[config.mk]
export PLATFORM = sky130hd
export DESIGN_NAME = life_sequencer
export DESIGN_NICKNAME = d
export VERILOG_FILES = /design/src/rtl/life_sequencer.sv
export SDC_FILE = /design/constraint.sdc
export NUM_CORES = 1
export LEC_CHECK = 0
export ABC_AREA = 1
export CORE_ASPECT_RATIO = 2
export CORE_MARGIN = 5
export CORE_UTILIZATION = 25
export CTS_BUF_LIST = sky130_fd_sc_hd__clkbuf_16
export DETAILED_ROUTE_END_ITERATION = 10
export SYNTH_ARGS = -nofsm -noshare
export SYNTH_HDL_FRONTEND = slang
export SYNTH_SLANG_ARGS = --single-unit
[constraint.sdc]
create_clock -name clock -period 2.15 [get_ports clock]
set_clock_uncertainty 0.15 [all_clocks]
set_input_delay 0.43 -clock clock [delete_from_list [all_inputs] [get_ports clock]]
set_output_delay 0.43 -clock clock [all_outputs]
set_load 0.05 [all_outputs]
[src/rtl/life_sequencer.sv]
// Control sequencer for the Life tile grid: button sync/edge detect, edit cursor, lock strobe, generation scheduling.
// Button actions land 3 clocks after the raw edge; step_req is held until step_ack and never withdrawn early.
module life_sequencer #(
  parameter int GRID_ROWS      = 8,
  parameter int GRID_COLS      = 8,
  parameter int FRAMES_PER_GEN = 100,
  parameter int REPEAT_FRAMES  = 32,
  parameter int GEN_W          = 16
) (
  input  logic                         clock,
  input  logic                         reset_n,
  input  logic                         frame_end,
  input  logic                         btn_next,
  input  logic                         btn_lock,
  input  logic                         btn_run,
  input  logic                         btn_edit,
  input  logic                         btn_step,
  input  logic                         step_ack,
  output logic                         run_mode,
  output logic [$clog2(GRID_ROWS)-1:0] focus_row,
  output logic [$clog2(GRID_COLS)-1:0] focus_col,
  output logic                         lock_pulse,
  output logic                         step_req,
  output logic [GEN_W-1:0]             gen_count
);

  localparam int RW  = $clog2(GRID_ROWS);
  localparam int CW  = $clog2(GRID_COLS);
  localparam int FW  = $clog2(FRAMES_PER_GEN + 1);
  localparam int RPW = $clog2(REPEAT_FRAMES + 1);

  typedef enum logic [1:0] {
    EDIT = 2'd0,
    RUN  = 2'd1,
    REQ  = 2'd2
  } state_t;

  state_t         state, state_nxt;
  logic           ret, ret_nxt;
  logic           pending_edit, pending_edit_nxt;
  logic [FW-1:0]  frame_cnt, frame_cnt_nxt;
  logic [RPW-1:0] rpt_cnt;

  logic [4:0] btn_raw, sync1, sync2, sync_prev, edge_ev;
  logic       next_ev, lock_ev, run_ev, edit_ev, step_ev, rpt_fire;

  logic [RW-1:0]    row_nxt;
  logic [CW-1:0]    col_nxt;
  logic             lock_nxt;
  logic [GEN_W-1:0] gen_nxt;

  assign btn_raw = {btn_step, btn_edit, btn_run, btn_lock, btn_next};
  assign edge_ev = sync2 & ~sync_prev;

  // Holding btn_next re-fires once every REPEAT_FRAMES frames; release restarts the count.
  assign rpt_fire = sync2[0] & frame_end & (rpt_cnt == RPW'(REPEAT_FRAMES - 1));

  assign next_ev = edge_ev[0] | rpt_fire;
  assign lock_ev = edge_ev[1];
  assign run_ev  = edge_ev[2];
  assign edit_ev = edge_ev[3];
  assign step_ev = edge_ev[4];

  always_ff @(posedge clock) begin
    if (!reset_n) begin
      sync1     <= '0;
      sync2     <= '0;
      sync_prev <= '0;
      rpt_cnt   <= '0;
    end else begin
      sync1     <= btn_raw;
      sync2     <= sync1;
      sync_prev <= sync2;
      if (!sync2[0])
        rpt_cnt <= '0;
      else if (frame_end)
        rpt_cnt <= rpt_fire ? '0 : rpt_cnt + RPW'(1);
    end
  end

  always_ff @(posedge clock) begin
    if (!reset_n) begin
      state        <= EDIT;
      ret          <= 1'b0;
      pending_edit <= 1'b0;
      frame_cnt    <= '0;
      focus_row    <= '0;
      focus_col    <= '0;
      lock_pulse   <= 1'b0;
      gen_count    <= '0;
    end else begin
      state        <= state_nxt;
      ret          <= ret_nxt;
      pending_edit <= pending_edit_nxt;
      frame_cnt    <= frame_cnt_nxt;
      focus_row    <= row_nxt;
      focus_col    <= col_nxt;
      lock_pulse   <= lock_nxt;
      gen_count    <= gen_nxt;
    end
  end

  always_comb begin
    state_nxt        = state;
    ret_nxt          = ret;
    pending_edit_nxt = pending_edit;
    frame_cnt_nxt    = frame_cnt;
    row_nxt          = focus_row;
    col_nxt          = focus_col;
    lock_nxt         = 1'b0;
    gen_nxt          = gen_count;
    case (state)
      EDIT: begin
        // Only the highest-priority event acts; the rest are dropped.
        if (run_ev) begin
          state_nxt     = RUN;
          frame_cnt_nxt = '0;
        end else if (step_ev) begin
          state_nxt = REQ;
          ret_nxt   = 1'b0;
        end else if (lock_ev) begin
          lock_nxt = 1'b1;
        end else if (next_ev) begin
          if (focus_col == CW'(GRID_COLS - 1)) begin
            col_nxt = '0;
            row_nxt = (focus_row == RW'(GRID_ROWS - 1)) ? '0 : focus_row + RW'(1);
          end else begin
            col_nxt = focus_col + CW'(1);
          end
        end
      end
      RUN: begin
        if (edit_ev) begin
          state_nxt = EDIT;
        end else if (frame_end) begin
          if (frame_cnt == FW'(FRAMES_PER_GEN - 1)) begin
            state_nxt     = REQ;
            ret_nxt       = 1'b1;
            frame_cnt_nxt = '0;
          end else begin
            frame_cnt_nxt = frame_cnt + FW'(1);
          end
        end
      end
      REQ: begin
        // Leaving REQ forces at least one low cycle on step_req before the next request.
        if (step_ack) begin
          gen_nxt          = gen_count + GEN_W'(1);
          pending_edit_nxt = 1'b0;
          state_nxt        = (pending_edit || edit_ev || !ret) ? EDIT : RUN;
        end else if (edit_ev) begin
          pending_edit_nxt = 1'b1;
        end
      end
      default: state_nxt = EDIT;
    endcase
  end

  assign step_req = (state == REQ);
  assign run_mode = (state == RUN) || ((state == REQ) && ret);

endmodule
* Yosys cells after proc, flatten, opt, wreduce, memory -nomap -nowiden
Cells that the tools add are included.
Widths: inputs -> output; s select.
** Storage, ports and cells
- Logic and storage cells :: 85
- Register bits after elaboration :: 55
- Input port bits :: 9
** Cells by class
- Muxes and demuxes :: 25
- Add/subtract/negate cells :: 5
- Bitwise logic cells :: 10
- Equal/unequal tests :: 16
- Reduce and logical (&&, ||, !) cells :: 17
** Operator list (number)
- $mux 7 :: 4
- $add 16x1->16 const B :: 1
- $ne 2x2->1 const B :: 7
- $pmux 7 s2 :: 1
- $mux 2 :: 6
- $reduce_and 6->1 :: 2
- $mux 1 :: 9
- $ne 3x3->1 const B :: 3
- $reduce_and 4->1 :: 2
- $add 7x1->7 const B :: 1
- $eq 7x7->1 const B :: 1
- $add 3x1->3 const B :: 2
- $add 6x1->6 const B :: 1
- $eq 3x3->1 const B :: 2
- $eq 6x5->1 const B :: 1
- $mux 3 :: 2
- $mux 6 :: 1
- $pmux 2 s3 :: 1
- $reduce_and 2->1 :: 3
- $and 5x5->5 :: 1
- $not 1->1 :: 5
- $not 5->5 :: 1
- $reduce_and 5->1 :: 1
- $reduce_bool 2->1 :: 2
- 10 further kinds :: 13

* Depth between registers and ports, before layout
Gate-level depths: netlist of run 1.
- Depth in word-level cells :: 7
- Gate-level depth with buffers :: 9

* Worst setup path after synthesis of run 1
OpenSTA, ideal clock, no wires.
- Kind :: flip-flop to output port
- Start :: reg state[1]
- End :: out run_mode
- Arrival time :: 1.672 ns
- Required time :: 1.570 ns
- Stages on the path, launching flop included :: 3
- Slack :: -0.102 ns
- Path buffers :: 0
- Path through :: dfxtp_1 > nand2_1 > o21ai_0
** Between the ends
- Longest elaborated chain between the ends :: 3
- Elaborated cells on any way between the ends :: 4
- Those cells by class :: 2 x eq/ne; 2 x reduce/logical
** Ends and longest elaborated chain
- start: declaration :: line 38 : state_t state, state_nxt;
- start signal: assignment :: line 92 : state <= state_nxt;
- $eq 2x2->1 :: line 160 : assign run_mode = (state == RUN) || ((state == REQ) && ret);
- $logic_and 1x1->1 :: line 160
- $logic_or 1x1->1 * :: line 160
- end: declaration :: line 19 : output logic run_mode,
Every way passes the cells marked *; elsewhere a longest branch is shown, timed or not.

* Final worst setup path of run 1
- Start :: reg gen_count[5]
- End :: out gen_count[5]
** RTL lines
- start: declaration :: line 24 : output logic [GEN_W-1:0] gen_count
- start signal: assignment :: line 99 : gen_count <= gen_nxt;
No word-level cell between the ends.

==> impl_metrics.ini, run 1 <==
[clock_tree]
clkTransAtPathRegs_ns = 0.07
post_cts_buffers = 0
root_buffer = clkbuf_16
cts_made_buffers = 5
h-tree-depth = 2
cts_hold_buf = 0
cts.sinks = 55
tritoncts = done
cts-resized-gates = 0
max-clock-path-buffers = 2
clk_latency_ns = 0.29

[layout]
drive_gt1_share_pct = 10.6
diodes = 0
nNetsFinal = 400
syn_to_final_growth_pct = 25.8
utilization_pct = 32.0

[synth]
synth_top_area_share_pct = 44.7
synth_compound_area_share_pct = 7.77
synth_most_common_cell = nand2_1
synth.area.top_cells = dfxtp_1 (45%), nand2_1 (12%), nor2_1 (7.6%), inv_1 (7.5%), a21oi_1 (5.1%)
ys.flop_type = dfxtp_1
yosys_warnings = 0
syn-cell-area_sq_um = 2460
ys_top_cells_by_count = nand2_1 (78), dfxtp_1 (55), nor2_1 (50)
synth-edff-count = 0
synthSimpleGateAreaFrac_pct = 32.0
synthCells = 344
avgSynthCellArea_sq_um = 7.17
synth_nets = 360
ys_ff_latch = 55
synth.distinct_cells = 27
ys_seq_area_share_pct = 44.7
synthXorXnorAreaFrac_pct = 2.84
yosysTopAreaCell = dfxtp_1
synth_fa_ha_area_share_pct = 3.55
synthMuxAreaShare_pct = 0
synth_top_family_by_area = simple AND/OR/NAND/NOR gates
postSynth.asyncResetShare_pct = 0

[global_route]
antenna_found_initial = 0
grt_overflow_total = 0
gr-usage-all-layers_pct = 10.1
grt_pass1_wl_um = 9600
grt_pass1_vias = 2217
grt_max_degree = 19

[worst_setup_path]
end_kind = output pin
cpPeakStageDelay_ns = 0.83
crit_start = gen_count[5]
rr_startpoint = focus_col[0]
cp_top_family = buffers and inverters
cp.depth = 1
startpoint_type = flip-flop
cp_max_fo = 4
critPathSlowestCell = clkdlybuf4s50_1
worst-setup-path-type = reg2out
cp.arrival_ns = 1.52
cp_cell_sequence = clkdlybuf4s50_1
crit_required_ns = 1.57
rr_worst_depth = 7
critPathBufInv = 1

[timing]
finalCritPeriodShare_pct = 97.7
rsz0062_at_grt = no
max_freq_mhz = 476
tns_ns = 0
slew_viol_final = 0
tightest_slew_ns = 0.502
hold_viol = 0
layout_min_cycle_time_ns = 2.10
slew_headroom_pct = 66.4
finalSetupViolations = 0

[die]
io_pins = 34
die_h_um = 150
dieArea_sq_um = 12100
core.rowCount = 51
initial_core_util_pct = 25.4
core_sq_um = 9700
dieWidth_um = 80.2

[detailed_routing]
drt-initial-drc-count = 106
wirelength_um = 5700
via_count = 2211
drc = 0
firstDrtPassIters = 4
wl_per_cell_um = 11.0
ant_nets = 0
via_per_inst = 4.28

[placed_design]
gp_congestion = 0.836
hpwl_um = 4480
io_buffers = 33

[min_path]
whs_path_depth = 2
min_path_type = reg2reg
hold_start = sync1[4]

[power]
p_leak_nw = 1.34
irDropWorstVdd_v = 0.000353
power.density_nw_per_um2 = 642
power_mw = 1.99

[run_status]
outcome = complete, no violations

[job]
maxCapViolations = 0
[path summary, 6_finish.rpt]
path	end	slack, ns
setup / recovery	gen_count[5]	0.05
hold / removal	sync2[4]	0.26
setup reg to reg	focus_row[1]	0.41
hold reg to reg	sync2[4]	0.26
[sequential cells by signal (all words and copies together) (netlist names)]
signal	flops
sync1	5
pending_edit	1
frame_cnt	7
rpt_cnt	6
gen_count	16
sync2	5
state	2
sync_prev	5
lock_pulse	1
ret	1
focus_row	3
focus_col	3
[placed cells by master (no fill, tap or decap)]
cell type | synthesis | routed
nor2_2 | 2 | 2
nor2_4 | 2 | 2
nand2_2 | 3 | 3
nor3_1 | 5 | 5
nor4_1 | 1 | 1
a21oi_1 | 25 | 25
dfxtp_1 | 55 | 55
xnor2_1 | 2 | 2
inv_1 | 49 | 50
ha_1 | 7 | 7
inv_2 | 3 | 3
o31ai_1 | 1 | 1
clkdlybuf4s50_1 | 0 | 17
nor2_1 | 50 | 50
o21a_1 | 1 | 1
a31oi_1 | 1 | 1
o21ai_1 | 4 | 5
nand3_4 | 1 | 1
clkbuf_16 | 0 | 5
nor3b_1 | 1 | 1
buf_12 | 0 | 2
nand4_1 | 10 | 10
or2_1 | 1 | 1
nor3_2 | 1 | 1
buf_4 | 0 | 20
clkinvlp_4 | 0 | 1
nand3_1 | 24 | 24
o21ai_0 | 5 | 4
xor2_1 | 6 | 6
nand2_1 | 78 | 78
clkinv_2 | 0 | 1
[cells by family (layout without fill, tap and decap cells)]
family | count (synthesis) | in the layout
flip-flops | 55 | 55
XOR/XNOR | 8 | 8
AND/OR/NAND/NOR | 179 | 179
buffers and inverters | 58 | 99
AO/OA/AOI/OAI | 37 | 37
adder cells (fa/ha/maj) | 7 | 7
[power by group]
group	switching (mW)	internal (mW)	total, mW
logic	0.0963	0.0597	0.156
registers	0.0141	1.04	1.05
clock network	0.358	0.426	0.783
[tightest hold or removal path: cells and delay by family (launching register included)]
kind | cells | cell delay [ns]
buf+inv | 1 | 0.04
flops | 1 | 0.31
simple gates | 1 | 0.04
[cell type report]
class                      count  area (sq um)
clock buffer                   5           125
clock inverter                 3          16.3
fill                        1072          6600
inverter                      52           195
multi-input combinational    231          1140
sequential                    55          1100
tap                          132           165
timing repair buffer          39           360
[metal layers]
| metal | global-route usage, % | routed length [um] | up-vias |
|---|---|---|---|
| met5 | 0 | 0 | - |
| met1 | 10.2 | 2230 | 984 |
| met4 | 6.43 | 181 | 0 |
| met3 | 1.38 | 141 | 11 |
| li1 | - | - | 1169 |
| met2 | 18.8 | 3150 | 47 |
[per-stage QoR]
| stage | hold slack, ns | area, sq um | worst slack (ns) | std cells |
|---|---|---|---|---|
| floorplan | 0.240 | 2460 | 0.239 | 344 |
| global placement | 0.248 | 2960 | 0.0903 | 509 |
| detailed placement | 0.252 | 2960 | 0.0586 | 509 |
| CTS | 0.268 | 3100 | 0.0346 | 517 |
| global route | 0.293 | 3100 | 0.00252 | 517 |
| finish | 0.264 | 3100 | 0.0489 | 517 |
Note: power is estimated with default switching activity, not from simulation.
==> run 2, diff against run 1 <==
Settings changed: CELL_PAD_IN_SITES_DETAIL_PLACEMENT from default to 1, CELL_PAD_IN_SITES_GLOBAL_PLACEMENT from default to 1, PLACE_DENSITY_LB_ADDON from default to 0.1.
==> run 2 against run 1 <==
Effect of this change: fmax fell by 0.15%; non-clock buffer count did not move; total power rose by 13%; cell count did not move; count of clock-buffer cells in the layout did not move; utilization rose by 0.63 points; setup slack got worse by 0.0032 ns; register-to-register slack got worse by 0.04 ns; sequential share of layout area fell by 0.69 points; final area rose by 2.0%.
==> impl_metrics.ini, run 2 (synthesized netlist as in run 1, its figures left out) <==
[run_status]
outcome = complete, no violations

[clock_tree]
max-clock-path-buffers = 2
tritoncts = done
root_buffer = clkbuf_16
cts_made_buffers = 5
cts-resized-gates = 0
h-tree-depth = 2
cts.sinks = 55
clkTransAtPathRegs_ns = 0.07
post_cts_buffers = 0
clk_latency_ns = 0.29
cts_hold_buf = 0

[timing]
max_freq_mhz = 475
tns_ns = 0
slew_headroom_pct = 66.6
rsz0062_at_grt = no
finalCritPeriodShare_pct = 97.9
slew_viol_final = 0
hold_viol = 0
finalSetupViolations = 0
holdWs_ns = 0.274
tightest_slew_ns = 0.499
layout_min_cycle_time_ns = 2.10

[worst_setup_path]
timing.rr.end = focus_row[1]
rr_worst_depth = 7
cp_top_family = buffers and inverters
rr_startpoint = focus_col[0]
cp_max_fo = 4
startpoint_type = flip-flop
critPathSlowestCell = clkdlybuf4s50_1
critPathBufInv = 1
cp_cell_sequence = clkdlybuf4s50_1
rrSetupSlack_ns = 0.37
worst-setup-path-type = reg2out
end_kind = output pin
cp.arrival_ns = 1.52
cpPeakStageDelay_ns = 0.83
cp.depth = 1
crit_required_ns = 1.57

[layout]
largest_reg_flops = 16
regMostFlops = gen_count
layout_common_cells = nand2_1 (78), dfxtp_1 (55), nor2_1 (50)
syn_to_final_growth_pct = 28.3
nNetsFinal = 400
diodes = 0
utilization_pct = 32.6
largest_registers = gen_count (16), frame_cnt (7), rpt_cnt (6)
final_common_cell = nand2_1
drive_gt1_share_pct = 10.4

[power]
pwr-share-clk_pct = 46.5
switchingPower_mw = 0.496
p_leak_nw = 1.40
power.density_nw_per_um2 = 715
swShare_pct = 22.0
power_frac_seq_pct = 46.6
p_int_mw = 1.76
p_comb_share_pct = 6.9
irDropWorstVdd_v = 0.000342

[die]
io_pins = 34
die_h_um = 150
core.rowCount = 51
dieArea_sq_um = 12100
dieWidth_um = 80.2
initial_core_util_pct = 25.4
core_sq_um = 9700

[detailed_routing]
drt-initial-drc-count = 94
wl_per_cell_um = 13.6
via_per_inst = 4.40
drc = 0
wirelength_um = 7060
via_count = 2277
firstDrtPassIters = 4
ant_nets = 0

[placed_design]
gp_congestion = 0.738
hpwl_um = 5740
io_buffers = 33

[min_path]
min_path_type = reg2reg
hold_start = sync1[1]
whs_path_depth = 2
hold_path_end = sync2[1]

[global_route]
grt_overflow_total = 0
grt_pass1_wl_um = 11900
grt_pass1_vias = 2441
antenna_found_initial = 0
grt_max_degree = 18
gr-usage-all-layers_pct = 12.9

[job]
maxCapViolations = 0
[run 2: metal layers]
metal | global-route usage, % | up-vias | part of all wire, %
li1 | - | 1162 | -
met1 | 12.7 | 1077 | 37
met2 | 25.8 | 27 | 59
met3 | 2.16 | 11 | 2.1
met4 | 4.91 | 0 | 2.3
met5 | 0 | - | 0
[run 2: area by class of cell]
cell class / instances / area [sq um]
Inverter: 52 / 195
Tap cell: 132 / 165
Clock buffer: 5 / 125
Fill cell: 1240 / 6540
Clock inverter: 3 / 67.6
Timing Repair Buffer: 39 / 370
Multi-Input combinational cell: 231 / 1140
Sequential cell: 55 / 1100
[run 2: power groups by stage]
stage	clock network, mW	logic, mW	registers, mW
4_1_cts	1.09	0.162	1.05
6_report	1.05	0.156	1.05
2_1_floorplan	0	0.0875	1.08
5_1_grt	1.14	0.178	1.06
3_5_place_dp	0	0.162	1.08
3_3_place_gp	0	0.159	1.08
[run 2: how the worst max path moves through the flow]
stage / startpoint / endpoint / slack [ns]
3_5_place_dp: frame_end / focus_col[1] / 0.10
2_1_floorplan: focus_col[0] / focus_row[0] / 0.24
6_report: gen_count[5] / gen_count[5] / 0.05
5_1_grt: gen_count[7] / gen_count[7] / 0.006
3_3_place_gp: frame_end / focus_col[1] / 0.13
4_1_cts: gen_count[13] / gen_count[13] / 0.02
[run 2: metrics by stage]
step	std cells	total power [mW]	cell area [sq um]	setup slack [ns]
CTS	517	2.31	3160	0.0208
global route	517	2.37	3160	0.00645
detailed placement	509	1.24	2970	0.103
finish	517	2.26	3160	0.0457
floorplan	344	1.17	2460	0.239
global placement	509	1.24	2970	0.130
==> run 3, diff against run 2 <==
Settings changed: ABC_CLOCK_PERIOD_IN_PS from default to 2150, HOLD_SLACK_MARGIN from default to 0.12.
==> results of run 3 <==
The final DEF is identical to that of run 2; final timing and power are the same.
